<file path="config.mk">
export PLATFORM = sky130hd
export DESIGN_NAME = load_store_unit_flat
export DESIGN_NICKNAME = d
export VERILOG_FILES = /design/src/rtl/load_store_unit_if.sv /design/src/rtl/load_store_unit.sv /design/src/flat_wrapper.sv
export SDC_FILE = /design/constraint.sdc
export NUM_CORES = 1
export LEC_CHECK = 0
export CAP_MARGIN = 20
export CORE_ASPECT_RATIO = 0.7
export CORE_MARGIN = 10
export CORE_UTILIZATION = 35
export DETAILED_ROUTE_END_ITERATION = 8
export SETUP_SLACK_MARGIN = 0.15
export SLEW_MARGIN = 20
export SYNTH_ARGS = -nofsm -noshare
export SYNTH_HDL_FRONTEND = slang
export SYNTH_SLANG_ARGS = --single-unit
export TNS_END_PERCENT = 10
</file>
<file path="constraint.sdc">
create_clock -name i_clk -period 3.2 [get_ports i_clk]
set_input_delay 0.32 -clock i_clk [delete_from_list [all_inputs] [get_ports i_clk]]
set_output_delay 0.32 -clock i_clk [all_outputs]
set_load 0.01 [all_outputs]
</file>
<file path="src/rtl/load_store_unit_if.sv">
// Request/response and data-memory bus between the MEM stage, the load/store unit and memory.
`ifndef DATA_MEM_ADDR_WIDTH
`define DATA_MEM_ADDR_WIDTH 32
`endif

interface load_store_unit_if #(
    parameter int unsigned ADDR_W = `DATA_MEM_ADDR_WIDTH
) ();
    logic              req_valid;
    logic              req_ready;
    logic              req_we;
    logic [2:0]        req_funct3;
    logic [ADDR_W-1:0] req_addr;
    logic [31:0]       req_wdata;
    logic [4:0]        req_rd;

    logic              resp_valid;
    logic [31:0]       resp_rdata;
    logic [4:0]        resp_rd;
    logic              resp_err;

    logic              Mem_r;
    logic              Mem_w;
    logic [ADDR_W-1:0] Mem_Addr;
    logic [31:0]       Mem_W_Data;
    logic [3:0]        Mem_W_Strb;
    logic [31:0]       Mem_R_Data;

    // The unit side.
    modport slave (
        input  req_valid, req_we, req_funct3, req_addr, req_wdata, req_rd, Mem_R_Data,
        output req_ready, resp_valid, resp_rdata, resp_rd, resp_err,
               Mem_r, Mem_w, Mem_Addr, Mem_W_Data, Mem_W_Strb
    );

    // The pipeline/memory environment side.
    modport master (
        output req_valid, req_we, req_funct3, req_addr, req_wdata, req_rd, Mem_R_Data,
        input  req_ready, resp_valid, resp_rdata, resp_rd, resp_err,
               Mem_r, Mem_w, Mem_Addr, Mem_W_Data, Mem_W_Strb
    );
endinterface

</file>
<file path="src/rtl/load_store_unit.sv">
// Load/store unit: splits misaligned accesses into up to two word accesses,
// lane-shifts store data and reassembles/extends load data.
`ifndef DATA_MEM_ADDR_WIDTH
`define DATA_MEM_ADDR_WIDTH 32
`endif

module load_store_unit #(
    parameter int unsigned ADDR_W = `DATA_MEM_ADDR_WIDTH
) (
    input logic               i_clk,
    input logic               i_rst,
    load_store_unit_if.slave  io_lsu
);
    localparam int unsigned WA = ADDR_W - 2;
    localparam int unsigned DW = 32;

    typedef enum logic [1:0] {IDLE, ACC0, ACC1, RESP} state_t;

    state_t          r_state;
    logic            r_ready;
    logic            r_mem_r;
    logic            r_mem_w;
    logic [ADDR_W-1:0] r_mem_addr;
    logic [DW-1:0]   r_mem_wdata;
    logic [3:0]      r_mem_strb;

    logic            r_we;
    logic [2:0]      r_f3;
    logic [1:0]      r_off;
    logic            r_cross;
    logic [4:0]      r_rd;
    logic [WA-1:0]   r_word;
    logic [3:0]      r_strb_hi;
    logic [DW-1:0]   r_wdata_hi;
    logic [DW-1:0]   r_raw;

    logic            r_resp_valid;
    logic            r_resp_err;
    logic [DW-1:0]   r_resp_rdata;
    logic [4:0]      r_resp_rd;

    logic [1:0]      w_off;
    logic [2:0]      w_n;
    logic [3:0]      w_mask;
    logic            w_legal;
    logic            w_cross;
    logic [7:0]      w_strb_wide;
    logic [63:0]     w_wdata_wide;
    logic [DW-1:0]   w_raw_next;
    logic [DW-1:0]   w_ext;

    // Request decode and lane placement; the upper half of each wide value feeds the second word.
    always_comb begin
        w_off   = io_lsu.req_addr[1:0];
        w_n     = 3'd4;
        w_mask  = 4'b1111;
        case (io_lsu.req_funct3[1:0])
            2'b00:   begin w_n = 3'd1; w_mask = 4'b0001; end
            2'b01:   begin w_n = 3'd2; w_mask = 4'b0011; end
            default: begin w_n = 3'd4; w_mask = 4'b1111; end
        endcase
        w_legal      = io_lsu.req_we ? (io_lsu.req_funct3 < 3'd3)
                                     : !(io_lsu.req_funct3 == 3'd3 || io_lsu.req_funct3 == 3'd6 ||
                                         io_lsu.req_funct3 == 3'd7);
        w_cross      = ({1'b0, w_off} + w_n) > 3'd4;
        w_strb_wide  = {4'b0000, w_mask} << w_off;
        w_wdata_wide = {32'd0, io_lsu.req_wdata} << {w_off, 3'b000};
    end

    // Load byte reassembly and extension of the response value.
    always_comb begin
        w_raw_next = io_lsu.Mem_R_Data >> {r_off, 3'b000};
        if (r_state == ACC1)
            w_raw_next = r_raw | (io_lsu.Mem_R_Data << (6'd32 - {1'b0, r_off, 3'b000}));
        case (r_f3)
            3'b000:  w_ext = {{24{w_raw_next[7]}}, w_raw_next[7:0]};
            3'b001:  w_ext = {{16{w_raw_next[15]}}, w_raw_next[15:0]};
            3'b100:  w_ext = {24'd0, w_raw_next[7:0]};
            3'b101:  w_ext = {16'd0, w_raw_next[15:0]};
            default: w_ext = w_raw_next;
        endcase
    end

    always_ff @(posedge i_clk) begin
        if (i_rst) begin
            r_state      <= IDLE;
            r_ready      <= 1'b1;
            r_mem_r      <= 1'b0;
            r_mem_w      <= 1'b0;
            r_mem_addr   <= '0;
            r_mem_wdata  <= '0;
            r_mem_strb   <= '0;
            r_we         <= 1'b0;
            r_f3         <= '0;
            r_off        <= '0;
            r_cross      <= 1'b0;
            r_rd         <= '0;
            r_word       <= '0;
            r_strb_hi    <= '0;
            r_wdata_hi   <= '0;
            r_raw        <= '0;
            r_resp_valid <= 1'b0;
            r_resp_err   <= 1'b0;
            r_resp_rdata <= '0;
            r_resp_rd    <= '0;
        end else begin
            r_resp_valid <= 1'b0;
            case (r_state)
                IDLE: begin
                    if (io_lsu.req_valid) begin
                        r_ready    <= 1'b0;
                        r_we       <= io_lsu.req_we;
                        r_f3       <= io_lsu.req_funct3;
                        r_off      <= w_off;
                        r_cross    <= w_cross;
                        r_rd       <= io_lsu.req_rd;
                        r_word     <= io_lsu.req_addr[ADDR_W-1:2];
                        r_strb_hi  <= w_strb_wide[7:4];
                        r_wdata_hi <= w_wdata_wide[63:32];
                        if (w_legal) begin
                            r_state     <= ACC0;
                            r_mem_r     <= !io_lsu.req_we;
                            r_mem_w     <= io_lsu.req_we;
                            r_mem_addr  <= {io_lsu.req_addr[ADDR_W-1:2], 2'b00};
                            r_mem_strb  <= w_strb_wide[3:0];
                            r_mem_wdata <= w_wdata_wide[31:0];
                        end else begin
                            r_state      <= RESP;
                            r_resp_valid <= 1'b1;
                            r_resp_err   <= 1'b1;
                            r_resp_rdata <= '0;
                            r_resp_rd    <= io_lsu.req_rd;
                        end
                    end
                end
                ACC0, ACC1: begin
                    r_raw <= w_raw_next;
                    if (r_state == ACC0 && r_cross) begin
                        r_state     <= ACC1;
                        r_mem_addr  <= {WA'(r_word + 1'b1), 2'b00};
                        r_mem_strb  <= r_strb_hi;
                        r_mem_wdata <= r_wdata_hi;
                    end else begin
                        r_state      <= RESP;
                        r_mem_r      <= 1'b0;
                        r_mem_w      <= 1'b0;
                        r_mem_addr   <= '0;
                        r_mem_strb   <= '0;
                        r_mem_wdata  <= '0;
                        r_resp_valid <= 1'b1;
                        r_resp_err   <= 1'b0;
                        r_resp_rdata <= r_we ? '0 : w_ext;
                        r_resp_rd    <= r_rd;
                    end
                end
                RESP: begin
                    r_state <= IDLE;
                    r_ready <= 1'b1;
                end
                default: r_state <= IDLE;
            endcase
        end
    end

    // Reset must cut the handshake and enables in the same cycle so an in-flight write is dropped.
    assign io_lsu.req_ready  = r_ready & ~i_rst;
    assign io_lsu.Mem_r      = r_mem_r & ~i_rst;
    assign io_lsu.Mem_w      = r_mem_w & ~i_rst;
    assign io_lsu.Mem_Addr   = r_mem_addr;
    assign io_lsu.Mem_W_Data = r_mem_wdata;
    assign io_lsu.Mem_W_Strb = r_mem_strb;
    assign io_lsu.resp_valid = r_resp_valid;
    assign io_lsu.resp_rdata = r_resp_rdata;
    assign io_lsu.resp_rd    = r_resp_rd;
    assign io_lsu.resp_err   = r_resp_err;

endmodule

</file>
<file path="src/flat_wrapper.sv">
// flat-port wrapper written by rule: the top's interface ports become plain ports
module load_store_unit_flat 
#(
    parameter int unsigned ADDR_W = `DATA_MEM_ADDR_WIDTH
)
  (i_clk, i_rst, io_lsu_req_valid, io_lsu_req_we, io_lsu_req_funct3, io_lsu_req_addr, io_lsu_req_wdata, io_lsu_req_rd, io_lsu_Mem_R_Data, io_lsu_req_ready, io_lsu_resp_valid, io_lsu_resp_rdata, io_lsu_resp_rd, io_lsu_resp_err, io_lsu_Mem_r, io_lsu_Mem_w, io_lsu_Mem_Addr, io_lsu_Mem_W_Data, io_lsu_Mem_W_Strb);
  load_store_unit_if #(.ADDR_W(ADDR_W)) io_lsu_i ();
  input logic i_clk;
  input logic i_rst;
  input wire logic [$bits(io_lsu_i.req_valid)-1:0] io_lsu_req_valid;
  input wire logic [$bits(io_lsu_i.req_we)-1:0] io_lsu_req_we;
  input wire logic [$bits(io_lsu_i.req_funct3)-1:0] io_lsu_req_funct3;
  input wire logic [$bits(io_lsu_i.req_addr)-1:0] io_lsu_req_addr;
  input wire logic [$bits(io_lsu_i.req_wdata)-1:0] io_lsu_req_wdata;
  input wire logic [$bits(io_lsu_i.req_rd)-1:0] io_lsu_req_rd;
  input wire logic [$bits(io_lsu_i.Mem_R_Data)-1:0] io_lsu_Mem_R_Data;
  output wire logic [$bits(io_lsu_i.req_ready)-1:0] io_lsu_req_ready;
  output wire logic [$bits(io_lsu_i.resp_valid)-1:0] io_lsu_resp_valid;
  output wire logic [$bits(io_lsu_i.resp_rdata)-1:0] io_lsu_resp_rdata;
  output wire logic [$bits(io_lsu_i.resp_rd)-1:0] io_lsu_resp_rd;
  output wire logic [$bits(io_lsu_i.resp_err)-1:0] io_lsu_resp_err;
  output wire logic [$bits(io_lsu_i.Mem_r)-1:0] io_lsu_Mem_r;
  output wire logic [$bits(io_lsu_i.Mem_w)-1:0] io_lsu_Mem_w;
  output wire logic [$bits(io_lsu_i.Mem_Addr)-1:0] io_lsu_Mem_Addr;
  output wire logic [$bits(io_lsu_i.Mem_W_Data)-1:0] io_lsu_Mem_W_Data;
  output wire logic [$bits(io_lsu_i.Mem_W_Strb)-1:0] io_lsu_Mem_W_Strb;
  assign io_lsu_i.req_valid = io_lsu_req_valid;
  assign io_lsu_i.req_we = io_lsu_req_we;
  assign io_lsu_i.req_funct3 = io_lsu_req_funct3;
  assign io_lsu_i.req_addr = io_lsu_req_addr;
  assign io_lsu_i.req_wdata = io_lsu_req_wdata;
  assign io_lsu_i.req_rd = io_lsu_req_rd;
  assign io_lsu_i.Mem_R_Data = io_lsu_Mem_R_Data;
  assign io_lsu_req_ready = io_lsu_i.req_ready;
  assign io_lsu_resp_valid = io_lsu_i.resp_valid;
  assign io_lsu_resp_rdata = io_lsu_i.resp_rdata;
  assign io_lsu_resp_rd = io_lsu_i.resp_rd;
  assign io_lsu_resp_err = io_lsu_i.resp_err;
  assign io_lsu_Mem_r = io_lsu_i.Mem_r;
  assign io_lsu_Mem_w = io_lsu_i.Mem_w;
  assign io_lsu_Mem_Addr = io_lsu_i.Mem_Addr;
  assign io_lsu_Mem_W_Data = io_lsu_i.Mem_W_Data;
  assign io_lsu_Mem_W_Strb = io_lsu_i.Mem_W_Strb;
  load_store_unit #(.ADDR_W(ADDR_W)) u_core (.i_clk(i_clk), .i_rst(i_rst), .io_lsu(io_lsu_i));
endmodule
</file>
Yosys cells after proc, flatten, opt, wreduce, memory -nomap -nowiden
Cells that the tools add are included.
{"block": "word_totals", "reg_bits": 222, "latchBits": 0, "ramBits": 0, "mem_bits_ro": 0, "elab_cells": 110, "n_memories": 0}
{"block": "classes", "add_sub_neg": 3, "n_mul": 0, "n_div": 0, "order_cmp": 2, "n_eq_ne": 14, "shift": 4, "muxes": 46, "n_bitwise": 5, "reduce_logical": 16}
{"cell": "$mux W32", "count": 11}
{"cell": "$pmux W32 S2", "count": 3}
{"cell": "$pmux W32 S4", "count": 1}
{"cell": "$shl A32 B5 Y64", "count": 1}
{"cell": "$or A32 B32 Y32", "count": 1}
{"cell": "$shl A32 B6 Y32", "count": 1}
{"cell": "$shr A32 B5 Y32", "count": 1}
{"cell": "$add A30 B1 Y30 const B", "count": 1}
{"cell": "$pmux W4 S2", "count": 2}
{"cell": "$mux W5", "count": 3}
{"cell": "$mux W1", "count": 13}
{"cell": "$eq A3 B3 Y1 const B", "count": 4}
{"cell": "$mux W4", "count": 3}
{"cell": "$pmux W1 S2", "count": 5}
{"cell": "$pmux W5 S2", "count": 1}
{"cell": "$reduce_and A4 Y1", "count": 2}
{"cell": "$shl A4 B2 Y8", "count": 1}
{"cell": "$ne A2 B2 Y1 const B", "count": 3}
{"cell": "$pmux W2 S3", "count": 1}
{"cell": "$pmux W3 S2", "count": 1}
{"cell": "$sub A6 B5 Y6 const A", "count": 1}
{"cell": "$eq A2 B1 Y1 const B", "count": 2}
{"cell": "$eq A2 B2 Y1 const B", "count": 2}
{"cell": "$logic_not A2 Y1", "count": 2}
{"cell": "17 further kinds", "count": 24}

Depth between registers and ports, before layout
{"block": "logic_depth", "depth_word": 8, "mapped_depth": 13, "ltp_nobuf": 7}

Least setup slack after synthesis
Ideal clock, no wire load.
{"block": "synth_timing", "kind": "flip-flop to flip-flop", "start": "register u_core.r_off[1]", "end": "register u_core.r_resp_rdata[30] (netlist: u_core.io_lsu.resp_rdata[30])", "setup_ps": 60, "arrival_time_ps": 3127, "path_slack_ps": 13, "stages_incl_launch_ff": 13, "path_buffers": 5, "period_less_slack_ps": 3187, "path_cell_list": "dfxtp_1 -> buf_1 -> buf_2 -> clkinv_1 -> ha_1 -> clkbuf_1 -> or2_0 -> clkbuf_1 -> o21ai_1 -> o211ai_1 -> a2111oi_4 -> buf_4 -> a221o_1"}
{"block": "synth_between", "elab_chain_cells": 8, "word_cells_on_any_way": 9}
{"element": "start, declared", "line_no": "load_store_unit.sv:29", "rtl": "logic [1:0] r_off;"}
{"element": "start signal, assigned", "line_no": "load_store_unit.sv:114", "rtl": "r_off <= w_off;"}
{"element": "$sub A6 B5 Y6", "line_no": "load_store_unit.sv:74", "rtl": "w_raw_next = r_raw | (io_lsu.Mem_R_Data << (6'd32 - {1'b0, r_off, 3'b000}));"}
{"element": "$shl A32 B6 Y32", "line_no": "load_store_unit.sv:74"}
{"element": "$or A32 B32 Y32", "line_no": "load_store_unit.sv:74"}
{"element": "$mux W32 (*)", "line_no": "load_store_unit.sv:73", "rtl": "if (r_state == ACC1)"}
{"element": "$pmux W32 S4 (*)", "line_no": "load_store_unit.sv:75", "rtl": "case (r_f3)"}
{"element": "$mux W32 (*)", "line_no": "load_store_unit.sv:152", "rtl": "r_resp_rdata <= r_we ? '0 : w_ext;"}
{"element": "$mux W32 (*)", "line_no": "load_store_unit.sv:138", "rtl": "if (r_state == ACC0 && r_cross) begin"}
{"element": "$pmux W32 S2 (*)", "line_no": "load_store_unit.sv:108", "rtl": "case (r_state)"}
{"element": "end signal, assigned", "line_no": "load_store_unit.sv:152"}
{"element": "end, declared", "line_no": "load_store_unit.sv:39", "rtl": "logic [DW-1:0] r_resp_rdata;"}
Mark *: on every way between the ends. The rest lies on a longest branch, timed or not. The select of a mux whose other input is x is not followed.
A chain may end at the register's enable or synchronous reset.

Worst setup path after layout
{"block": "layout_timing", "start": "register u_core.r_off[1]", "end": "register u_core.r_raw[21]"}
{"block": "layout_between", "elab_chain_cells": 4, "word_cells_on_any_way": 5}
{"element": "$sub A6 B5 Y6", "line_no": "load_store_unit.sv:74"}
{"element": "$shl A32 B6 Y32", "line_no": "load_store_unit.sv:74"}
{"element": "$or A32 B32 Y32", "line_no": "load_store_unit.sv:74"}
{"element": "$mux W32 (*)", "line_no": "load_store_unit.sv:73"}
{"element": "end signal, assigned", "line_no": "load_store_unit.sv:137", "rtl": "r_raw <= w_raw_next;"}
{"element": "end, declared", "line_no": "load_store_unit.sv:35", "rtl": "logic [DW-1:0] r_raw;"}
Mark *: on every way between the ends. The rest lies on a longest branch, timed or not.

==> results.py <==
metrics = {
    "drt": {
        "vias_per_cell": 5.62,
        "wl_mm": 37.8,
        "drc": 0,
        "drtIter0Drc": 922,
        "route.antenna.remaining_nets": 0,
        "via_count": 10200,
        "wl_per_cell_um": 20.8,
        "drt_first_pass_iters": 5,
    },
    "clock_network": {
        "post_cts_buffers": 0,
        "cts_root_buf": "clkbuf_16",
        "clock_latency_ns": 0.51,
        "ctsHtreeMaxLevel": 1,
        "cts_max_path_buffers": 3,
        "cts_buffers": 22,
        "holdBufCountCts": 0,
        "tritoncts": "yes",
        "cts_resized": 0,
        "clkTransAtPathRegs_ns": 0.06,
        "cts_sinks": 211,
    },
    "timing": {
        "tns_ns": 0,
        "final_max_slew_viol_count": 0,
        "max_slew_margin_pct": 20.7,
        "fin_crit_sh_pct": 86.7,
        "period_needed_ns": 2.77,
        "fmax_mhz": 361,
        "hold-worst-slack_ns": 0.240,
        "setup_slack_ns": 0.426,
        "clock_skew_ns": 0.0109,
        "final-setup-viol-count": 0,
        "hold_viol": 0,
        "worst_pin_slew_ns": 1.19,
        "rsz0062_at_grt": "false",
    },
    "placed_design": {
        "place_congestion": 0.859,
        "dp.cells": 1775,
        "pre_cts_ws_ns": 0.289,
        "dp_hpwl_mm": 26.6,
        "numPortBuffers": 215,
    },
    "pwr": {
        "clkPwrFrac_pct": 19.1,
        "power_density_mw_per_mm2": 929,
        "seqPwrFrac_pct": 31.0,
        "p_sw_uw": 5280,
        "ir_drop_uv": 419,
        "internal-power_uw": 7440,
        "power_frac_comb_pct": 49.9,
        "leakagePower_uw": 0.00488,
        "swShare_pct": 41.5,
    },
    "floorplanning": {
        "fp-row-count": 53,
        "die_area_sq_mm": 0.0376,
        "core_sq_mm": 0.0298,
        "dieWidth_um": 227,
        "start_util_pct": 35.3,
        "die_h_um": 165,
        "ios": 218,
    },
    "final_layout": {
        "layout_commonest_cell": "clkdlybuf4s50_1",
        "syn2layout_area_growth_pct": 29.9,
        "stdcell_count": 1812,
        "fin_util_pct": 45.9,
        "multiInputGateArea_sq_mm": 0.00587,
        "final-seq-area_sq_mm": 0.00423,
        "mostFrequentLayoutCells": "clkdlybuf4s50_1, dfxtp_1, nor2_1",
        "fill_cells": 2922,
        "nNetsFinal": 1532,
        "drive_gt1_share_pct": 9.12,
    },
    "logic_synthesis": {
        "synthMuxAreaShare_pct": 10.9,
        "synth_flop_cell": "dfxtp_1",
        "synthSimpleGateAreaFrac_pct": 18.0,
        "synthArstFlopShare_pct": 0,
        "yosys_warnings": 0,
        "syn_area_sq_mm": 0.0105,
        "syn_avg_cell_area_sq_um": 8.39,
        "synth_cells": 1256,
        "ys_ff_latch": 211,
        "synthAdderAreaFrac_pct": 1.26,
        "ys_seq_area_share_pct": 40.1,
        "synth_top_family_by_area": "compound AO/OA/AOI/OAI gates",
        "synth_compound_area_share_pct": 23.7,
        "synth-xor-area-share_pct": 1.33,
        "ys_types": 64,
        "synth-edff-count": 0,
    },
    "global_routing": {
        "grt_usage_pct": 19.3,
        "antenna_found_initial": 3,
        "overflow": 0,
        "grt_pass1_wl_mm": 57.8,
        "grt_max_degree": 74,
        "grt_pass1_vias": 9870,
    },
    "critical_path": {
        "cp.arrival_ns": 3.21,
        "cp_max_fo": 10,
        "r2r_cells": 7,
        "endpoint_kind": "register",
        "r2r_setup_slack_ns": 0.43,
        "cp-endpoint": "u_core.r_raw[21]$_SDFFE_PP0N_",
        "r2r_start": "u_core.r_off[1]$_SDFFE_PP0P_",
        "crit_start": "u_core.r_off[1]$_SDFFE_PP0P_",
        "crit_type": "reg2reg",
        "r2r_end": "u_core.r_raw[21]$_SDFFE_PP0N_",
        "cp.required_ns": 3.63,
        "crit_path_start_kind": "register",
    },
    "run": {
        "maxCapViolCount": 0,
    },
    "worst_hold_path": {
        "min-delay-path-class": "in2reg",
    },
    "run_status": {
        "status": "completed",
    },
}
-- registers in the layout (all words and copies together), names as in the netlist, 4 cells and up --
| register | cells |
|---|---|
| u_core.r_rd | 5 |
| u_core.io_lsu.resp_rd | 5 |
| u_core.io_lsu.Mem_Addr | 30 |
| u_core.io_lsu.resp_rdata | 32 |
| u_core.r_word | 30 |
| u_core.r_raw | 32 |
| u_core.io_lsu.Mem_W_Data | 32 |
| u_core.r_wdata_hi | 24 |
| u_core.io_lsu.Mem_W_Strb | 4 |
-- worst min path at each step --
stage / startpoint / to / slack (ns) / cells past startpoint
final: i_rst / u_core.r_raw[22]$_SDFFE_PP0N_ / 0.24 / 2
after global routing: i_rst / u_core.r_raw[22]$_SDFFE_PP0N_ / 0.26 / 2
after CTS: i_rst / u_core.io_lsu.Mem_W_Data[31]$_SDFFE_PP0P_ / 0.23 / 2
after detailed placement: u_core.r_rd[1]$_SDFFE_PP0P_ / u_core.r_rd[1]$_SDFFE_PP0P_ / 0.45 / 2
after global placement: u_core.r_rd[3]$_SDFFE_PP0P_ / u_core.r_rd[3]$_SDFFE_PP0P_ / 0.44 / 2
after floorplan: u_core.r_rd[0]$_SDFFE_PP0P_ / u_core.r_rd[0]$_SDFFE_PP0P_ / 0.44 / 2
-- cells in the mapped netlist, drive strengths merged (2+ instances only) --
library cell,number,share of area [%]
or2,10,0.59
nor4,10,0.65
a22o,15,1.2
and2,3,0.18
a221oi,44,3.7
o21a,2,0.14
and3,5,0.31
nor2,163,5.8
nand3b,2,0.14
nor3b,6,0.47
nand3,18,1.0
inv,12,0.43
nand2,123,4.4
o31a,6,0.50
o22ai,17,1.0
nor3,53,2.6
a221o,16,1.5
buf,28,1.2
ha,9,1.1
a2111oi,9,0.93
nand4,6,0.50
a21oi,118,5.6
mux2i,70,6.6
a22oi,18,1.3
nor2b,5,0.30
o221ai,3,0.25
mux2,40,4.3
dfxtp,211,40
a2bb2oi,8,0.66
o211ai,5,0.36
xor2,6,0.50
a211oi,49,3.5
o21ai,29,1.4
clkbuf,84,3.0
xnor2,10,0.83
clkinv,2,0.071
a311oi,7,0.58
nand2b,5,0.30
or3,4,0.24
a31oi,10,0.59
or4,5,0.36
-- logic make-up (layout without fill, tap and decap cells) --
logic type / Yosys count / after routing
multiplexers: 110 / 110
buffers and inverters: 126 / 294
other: 1 / 4
XOR/XNOR: 16 / 16
flip-flops: 211 / 211
AND/OR/NAND/NOR: 420 / 420
AO/OA/AOI/OAI: 362 / 362
adder cells (fa/ha/maj): 10 / 10
-- stage by stage --
step / total power [uW] / area [sq um]
2_1_floorplan: 7720 / 10600
3_3_place_gp: 10200 / 13000
3_5_place_dp: 10300 / 13000
4_1_cts: 12800 / 13700
5_1_grt: 13600 / 13700
6_report: 12700 / 13700
-- cell type report --
class                   instances  area share [%]
repair buffers                245            17.5
well taps                     385            3.52
diodes                          2          0.0365
clock buffers                  30            4.61
clock inverters                 5           0.201
inverters                      14           0.393
flip-flops and latches        211            30.9
multi-input cells             920            42.9
-- critical path, cell delays in order, from the launching register on --
cell,delay (ns)
dfxtp_1,0.34
clkinv_2,0.19
ha_1,0.50
nor3b_1,0.99
a21oi_1,0.18
a31oi_1,0.29
mux2i_1,0.11
nor2_1,0.09
-- routing by layer --
layer	track usage, %	vias to the layer above	wire (um)
met3	4.57	39	3060
li1	-	4917	-
met4	4.05	2	705
met5	0	-	13
met2	28.1	333	15600
met1	28.2	4888	18300
-- power by group through the flow --
| stage | clock network [uW] | registers (uW) | logic (uW) |
|---|---|---|---|
| global placement | 0 | 3970 | 6270 |
| detailed placement | 0 | 3970 | 6340 |
| CTS | 2480 | 3930 | 6380 |
| finish | 2430 | 3940 | 6350 |
| global route | 2580 | 4030 | 6990 |
| floorplan | 0 | 4060 | 3660 |
Power figures use the tool's default switching activity.
